==> src/rtl/apb_master_bridge_if.sv <==
// Request/response and APB3 signal bundle for apb_master_bridge.
// master: bridge view; slave: requester + APB peripheral view.
interface apb_master_bridge_if #(
  parameter int ADDR_W = 32,
  parameter int DATA_W = 32
);
  logic              req_valid;
  logic              req_ready;
  logic [ADDR_W-1:0] req_addr;
  logic              req_write;
  logic [DATA_W-1:0] req_wdata;
  logic              rsp_valid;
  logic              rsp_ready;
  logic [DATA_W-1:0] rsp_rdata;
  logic              rsp_err;
  logic [ADDR_W-1:0] paddr;
  logic              psel;
  logic              penable;
  logic              pwrite;
  logic [DATA_W-1:0] pwdata;
  logic [DATA_W-1:0] prdata;
  logic              pready;

  modport master (
    input  req_valid, req_addr, req_write, req_wdata,
    input  rsp_ready, prdata, pready,
    output req_ready, rsp_valid, rsp_rdata, rsp_err,
    output paddr, psel, penable, pwrite, pwdata
  );

  modport slave (
    output req_valid, req_addr, req_write, req_wdata,
    output rsp_ready, prdata, pready,
    input  req_ready, rsp_valid, rsp_rdata, rsp_err,
    input  paddr, psel, penable, pwrite, pwdata
  );
endinterface

==> src/rtl/apb_master_bridge.sv <==
// valid/ready request -> APB3 SETUP/ACCESS bridge, one transfer in flight.
// Ports: pclk, presetn (async low), bus (req/rsp + APB master signals).
module apb_master_bridge #(
  parameter int ADDR_W  = 32,
  parameter int DATA_W  = 32,
  parameter int TIMEOUT = 16
) (
  input  logic pclk,
  input  logic presetn,
  apb_master_bridge_if.master bus
);

  localparam int CW = (TIMEOUT > 0) ? $clog2(TIMEOUT + 1) : 1;
  localparam int TL = (TIMEOUT > 0) ? TIMEOUT - 1 : 0;
  localparam logic [CW-1:0] TLAST = CW'(TL);

  typedef enum logic [1:0] {
    IDLE, SETUP, ACCESS, RESP
  } state_t;

  state_t            state_q, state_d;
  logic [ADDR_W-1:0] paddr_q, paddr_d;
  logic [DATA_W-1:0] pwdata_q, pwdata_d;
  logic [DATA_W-1:0] rdata_q, rdata_d;
  logic              pwrite_q, pwrite_d;
  logic              psel_q, psel_d;
  logic              pen_q, pen_d;
  logic              rv_q, rv_d;
  logic              err_q, err_d;
  logic [CW-1:0]     cnt_q, cnt_d;

  always_ff @(posedge pclk or negedge presetn) begin
    if (!presetn) begin
      state_q  <= IDLE;
      paddr_q  <= '0;
      pwdata_q <= '0;
      rdata_q  <= '0;
      pwrite_q <= 1'b0;
      psel_q   <= 1'b0;
      pen_q    <= 1'b0;
      rv_q     <= 1'b0;
      err_q    <= 1'b0;
      cnt_q    <= '0;
    end else begin
      state_q  <= state_d;
      paddr_q  <= paddr_d;
      pwdata_q <= pwdata_d;
      rdata_q  <= rdata_d;
      pwrite_q <= pwrite_d;
      psel_q   <= psel_d;
      pen_q    <= pen_d;
      rv_q     <= rv_d;
      err_q    <= err_d;
      cnt_q    <= cnt_d;
    end
  end

  always_comb begin
    state_d  = state_q;
    paddr_d  = paddr_q;
    pwdata_d = pwdata_q;
    rdata_d  = rdata_q;
    pwrite_d = pwrite_q;
    psel_d   = psel_q;
    pen_d    = pen_q;
    rv_d     = rv_q;
    err_d    = err_q;
    cnt_d    = cnt_q;
    unique case (state_q)
      IDLE: begin
        if (bus.req_valid) begin
          paddr_d  = bus.req_addr;
          pwrite_d = bus.req_write;
          pwdata_d = bus.req_wdata;
          psel_d   = 1'b1;
          pen_d    = 1'b0;
          err_d    = 1'b0;
          state_d  = SETUP;
        end
      end
      SETUP: begin
        pen_d   = 1'b1;
        cnt_d   = '0;
        state_d = ACCESS;
      end
      ACCESS: begin
        // pready wins over an expiring timeout on the same edge
        if (bus.pready) begin
          psel_d  = 1'b0;
          pen_d   = 1'b0;
          rdata_d = pwrite_q ? '0 : bus.prdata;
          err_d   = 1'b0;
          rv_d    = 1'b1;
          state_d = RESP;
        end else if (TIMEOUT != 0) begin
          if (cnt_q == TLAST) begin
            psel_d  = 1'b0;
            pen_d   = 1'b0;
            rdata_d = '0;
            err_d   = 1'b1;
            rv_d    = 1'b1;
            state_d = RESP;
          end else begin
            cnt_d = cnt_q + 1'b1;
          end
        end
      end
      RESP: begin
        if (bus.rsp_ready) begin
          rv_d    = 1'b0;
          state_d = IDLE;
        end
      end
      default: state_d = IDLE;
    endcase
  end

  assign bus.req_ready = (state_q == IDLE);
  assign bus.rsp_valid = rv_q;
  assign bus.rsp_rdata = rdata_q;
  assign bus.rsp_err   = err_q;
  assign bus.paddr     = paddr_q;
  assign bus.psel      = psel_q;
  assign bus.penable   = pen_q;
  assign bus.pwrite    = pwrite_q;
  assign bus.pwdata    = pwdata_q;

endmodule

==> src/flat_wrapper.sv <==
// flat-port wrapper written by rule: the top's interface ports become plain ports
module apb_master_bridge_flat 
#(
  parameter int ADDR_W  = 32,
  parameter int DATA_W  = 32,
  parameter int TIMEOUT = 16
)
  (pclk, presetn, bus_req_valid, bus_req_addr, bus_req_write, bus_req_wdata, bus_rsp_ready, bus_prdata, bus_pready, bus_req_ready, bus_rsp_valid, bus_rsp_rdata, bus_rsp_err, bus_paddr, bus_psel, bus_penable, bus_pwrite, bus_pwdata);
  apb_master_bridge_if #(.ADDR_W(ADDR_W), .DATA_W(DATA_W)) bus_i ();
  input  logic pclk;
  input  logic presetn;
  input wire logic [$bits(bus_i.req_valid)-1:0] bus_req_valid;
  input wire logic [$bits(bus_i.req_addr)-1:0] bus_req_addr;
  input wire logic [$bits(bus_i.req_write)-1:0] bus_req_write;
  input wire logic [$bits(bus_i.req_wdata)-1:0] bus_req_wdata;
  input wire logic [$bits(bus_i.rsp_ready)-1:0] bus_rsp_ready;
  input wire logic [$bits(bus_i.prdata)-1:0] bus_prdata;
  input wire logic [$bits(bus_i.pready)-1:0] bus_pready;
  output wire logic [$bits(bus_i.req_ready)-1:0] bus_req_ready;
  output wire logic [$bits(bus_i.rsp_valid)-1:0] bus_rsp_valid;
  output wire logic [$bits(bus_i.rsp_rdata)-1:0] bus_rsp_rdata;
  output wire logic [$bits(bus_i.rsp_err)-1:0] bus_rsp_err;
  output wire logic [$bits(bus_i.paddr)-1:0] bus_paddr;
  output wire logic [$bits(bus_i.psel)-1:0] bus_psel;
  output wire logic [$bits(bus_i.penable)-1:0] bus_penable;
  output wire logic [$bits(bus_i.pwrite)-1:0] bus_pwrite;
  output wire logic [$bits(bus_i.pwdata)-1:0] bus_pwdata;
  assign bus_i.req_valid = bus_req_valid;
  assign bus_i.req_addr = bus_req_addr;
  assign bus_i.req_write = bus_req_write;
  assign bus_i.req_wdata = bus_req_wdata;
  assign bus_i.rsp_ready = bus_rsp_ready;
  assign bus_i.prdata = bus_prdata;
  assign bus_i.pready = bus_pready;
  assign bus_req_ready = bus_i.req_ready;
  assign bus_rsp_valid = bus_i.rsp_valid;
  assign bus_rsp_rdata = bus_i.rsp_rdata;
  assign bus_rsp_err = bus_i.rsp_err;
  assign bus_paddr = bus_i.paddr;
  assign bus_psel = bus_i.psel;
  assign bus_penable = bus_i.penable;
  assign bus_pwrite = bus_i.pwrite;
  assign bus_pwdata = bus_i.pwdata;
  apb_master_bridge #(.ADDR_W(ADDR_W), .DATA_W(DATA_W), .TIMEOUT(TIMEOUT)) u_core (.pclk(pclk), .presetn(presetn), .bus(bus_i));
endmodule
==> config.mk <==
export PLATFORM = sky130hd
export DESIGN_NAME = apb_master_bridge_flat
export DESIGN_NICKNAME = d
export VERILOG_FILES = /design/src/rtl/apb_master_bridge_if.sv /design/src/rtl/apb_master_bridge.sv /design/src/flat_wrapper.sv
export SDC_FILE = /design/constraint.sdc
export NUM_CORES = 1
export LEC_CHECK = 0
export ABC_AREA = 1
export ABC_CLOCK_PERIOD_IN_PS = 2100
export CORE_AREA = 2 2 107 109
export CTS_CLUSTER_SIZE = 40
export DETAILED_ROUTE_END_ITERATION = 8
export DIE_AREA = 0 0 109 111
export PLACE_DENSITY = 0.78
export RECOVER_POWER = 25
export SLEW_MARGIN = 20
export SYNTH_ARGS = -nofsm -noshare
export SYNTH_HDL_FRONTEND = slang
export SYNTH_SLANG_ARGS = --single-unit
export TNS_END_PERCENT = 1
==> constraint.sdc <==
create_clock -name pclk -period 2.1 [get_ports pclk]
set_clock_uncertainty 0.05 [all_clocks]
set_input_delay 0.42 -clock pclk [delete_from_list [all_inputs] [get_ports pclk]]
set_output_delay 0.42 -clock pclk [all_outputs]
set_load 0.01 [all_outputs]
==> results.md <==
- The flow ran to the end, and the final reports show no timing, DRC or antenna violations.
- The iteration-0 DRC count of the detailed router is 136.
- The maximum level of the CTS H-tree is 3.
- For this run the aggregate overflow at the end of global routing stands at 0.
- Counting every instance in the synthesized netlist gives 359.
- In this run the deepest clock path goes through 2 buffers.
- STA puts the critical path data arrival time at 1420 ps.
- The post-layout utilization of the core is 62.2%.
- The period utilization is 90.2%.
- Measured along the x axis, the die boundary spans 109 µm.
- The floorplan step set the die height to 111 µm.
- STA classifies the critical path startpoint as a flip-flop.
- The finished cells cover 6890 µm².
- Yosys attributes the largest share of cell area to sky130_fd_sc_hd__dfrtp_1, sky130_fd_sc_hd__mux2_2, sky130_fd_sc_hd__nand3_1.
- The dominant cell by count in the synthesized netlist is sky130_fd_sc_hd__dfrtp_1.
- The post-route minimum period is 1890 ps.
- The clock reaches the later pin of the worst-skew pair after 340 ps.
- The area growth from synthesis to layout is 57.0%.
- Buffers added to address setup during post-CTS repair amount to 0.
- The tree is rooted in a sky130_fd_sc_hd__clkbuf_16.
- TritonCTS built the clock tree.
- The number of endpoints with negative hold slack in the final report is 0.
- The area share of the largest cell type after synthesis is 61.6%.
- The number of primary I/O pins is 204.
- The sequential cells in the finished layout cover a total of 2700 µm².
- Once detailed placement completed, the half-perimeter wirelength came to 7870 µm.
- In this run, synthesis inferred 0 flip-flops with an integrated enable.
- The initialized floorplan defines 39 standard-cell rows.
- Setup violations remaining at the end of the flow were counted as 0.
- In this run the static leakage power is 0.00293 µW.
- The pin slew with the least headroom to its limit is 857 ps.
- After synthesis, flip-flops and latches occupy 61.6% of the total area.
- The routed design has 10700 µm of wire.
- The number of max-slew violations in the final report was 0.
- The net count of the finished layout is 674.
- Across the run, the number of max-cap violations was 0.
- The count of nets left with antenna violations once routing finished came out at 0.
- The count of buffers added on input and output ports is 203.
- In this run the cell area measured after placement is 6610 µm².
- The post-synth design cell area is 4390 µm².
- The repair_antennas step left the layout with diodes totalling 0.
- The multi-input combinational cells in the finished layout cover a total of 1400 µm².
- The via count is 3398.
- In this run, synthesis produced a sequential element count of 108.
- The global-route wire length before repair is 17000 µm.
- For this run, design rule violations remaining after detail routing come to 0.
- The count of clock tree sinks is 108.
- The critical path endpoint category is an output pin.
- The power density over cell area is 1390 nW/µm².
- The data required time at the worst endpoint is 1630 ps.
- The slack of the worst reg-to-reg path is 230 ps.
- The most used flip-flop cell after synthesis is sky130_fd_sc_hd__dfrtp_1.
- The cell accounting for the most synthesized area is sky130_fd_sc_hd__dfrtp_1.
- The clock edge transition at the registers on the reported setup and hold paths is 70 ps.
- The final estimated routing congestion in global placement is 0.802.
- Setup repair after global routing left no endpoint under its margin.
- Averaged over all synthesized cells, the footprint is 12.2 µm².
- The core outline area is 11100 µm².
- Counting every net in the synthesized netlist gives 469.
- Clock tree synthesis inserted a total of 9 buffers.
- The global-route total usage across every layer is 17.8%.
- The layout has 856 filler cells.
- The worst hold path belongs to the class flip-flop to flip-flop.
- The classification of the worst setup path is flip-flop to output pin.
- Of all nets on the critical path, the largest fanout is 5.
- The share of async-settable or async-resettable flops after synthesis is 100%.
- The worst slew margin relative to its limit is 42.8%.
- The initial antenna violation count is 0.
- The routed via count divided by cell count is 4.77.
- Based on the critical path, the design can be clocked at up to 528 MHz.
- The die area is 12100 µm².
- In the final routed layout, each cell accounts on average for 15.0 µm.
- In the final layout, the share of cells above drive strength 1 is 16.2%.
- Counting instances in the post-synthesis netlist gives the leading cell types as sky130_fd_sc_hd__dfrtp_1, sky130_fd_sc_hd__mux2_2, sky130_fd_sc_hd__inv_1.
- The largest net degree at the start of global routing is 65.
- VDD sags by at most 0.000863 V.
- The initial core utilization is 39.6%.
- For this run, the detailed router's first-pass iteration total came to 4.
- The via count of the first global-routing pass came to 3522.
- Adding up every negative setup slack in the final design gives 0 ps.
- The count of distinct cell types in the synthesized netlist is 19.
- Yosys printed 0 warnings.
==> worst paths after layout <==
check	startpoint	to	cells past startpoint
max in group asynchronous	presetn	u_core.bus.rsp_rdata[23]	3
max reg2reg	u_core.cnt_q[0]	u_core.bus.rsp_rdata[18]	9
max	u_core.state_q[0]	bus_req_ready	3
min reg2reg	u_core.bus.rsp_err	u_core.bus.rsp_err	2
min	u_core.bus.rsp_err	u_core.bus.rsp_err	2
min in group asynchronous	presetn	u_core.bus.paddr[30]	2
==> kinds of logic (layout without fill, tap and decap cells) <==
family	after synthesis	in the layout	synth area share [%]
and+or+nand+nor	74	74	7.78
adders and majority gates	8	8	2.28
DFF	108	108	61.6
buffers and inverters	62	272	6.61
muxes	65	65	16.7
AOI/OAI and AO/OA	42	42	5.07
==> metrics by stage <==
stage	hold slack [ps]	setup WS (ps)	instances	power [µW]
2_1_floorplan	74.4	423	359	5530
3_3_place_gp	347	303	695	7890
3_5_place_dp	353	248	695	8060
4_1_cts	440	192	712	9700
5_1_grt	474	34.7	712	10200
6_report	436	206	712	9600
==> layout make-up <==
type,count,area share [%]
Multi-Input combinational cell,189,20.4
Clock buffer,13,3.92
Inverter,46,2.51
Clock inverter,3,0.290
Tap cell,143,2.60
Timing Repair Buffer,210,31.1
Sequential cell,108,39.2
==> critical path: stages (launching register included) <==
cell and delay, ps:
sky130_fd_sc_hd__dfrtp_1 420, sky130_fd_sc_hd__inv_1 130, sky130_fd_sc_hd__ha_2 250, sky130_fd_sc_hd__dlygate4sd2_1 290
==> cell usage in the layout (no fill, tap or decap), types with 3 or more instances in the layout <==
cell                              synthesis  layout
sky130_fd_sc_hd__nand3_1                 41      41
sky130_fd_sc_hd__clkdlybuf4s50_1          0     201
sky130_fd_sc_hd__mux2_1                   3       3
sky130_fd_sc_hd__nand2_1                 22      21
sky130_fd_sc_hd__mux2_2                  62      62
sky130_fd_sc_hd__nor2_1                   6       5
sky130_fd_sc_hd__clkbuf_8                 0       3
sky130_fd_sc_hd__or2_2                    3       3
sky130_fd_sc_hd__ha_1                     8       7
sky130_fd_sc_hd__dfrtp_1                108     108
sky130_fd_sc_hd__clkbuf_16                0       9
sky130_fd_sc_hd__o21ai_0                 36      36
sky130_fd_sc_hd__buf_12                   0       5
sky130_fd_sc_hd__inv_1                   45      45
sky130_fd_sc_hd__o21ai_1                  4       4
==> where the power goes <==
| part | switching [µW] | internal, µW |
|---|---|---|
| clock | 730 | 901 |
| combinational | 1780 | 2640 |
| sequential | 513 | 3030 |
| total | 3020 | 6580 |
==> routing by layer <==
| layer | global-route usage, % | vias to the layer above | share of wire, % |
|---|---|---|---|
| met3 | 4.23 | 30 | 6.9 |
| met4 | 8.72 | 0 | 3.3 |
| met5 | 0 | - | 0 |
| met2 | 29.3 | 121 | 49 |
| met1 | 21.6 | 1648 | 41 |
| li1 | - | 1599 | - |
==> state kept, by name, summed over array words and instances (netlist names), 2 cells and up <==
name,flops
u_core.bus.rsp_rdata,32
u_core.state_q,2
u_core.cnt_q,5
u_core.bus.pwdata,32
u_core.bus.paddr,32
==> what timing repair did <==
item,in CTS,in global routing
gates resized for setup,2,0
endpoints found under the setup margin,1,0
hold buffers,1,0
hold endpoints to repair,31,0
No activity file was read; power rests on OpenSTA's default activity.
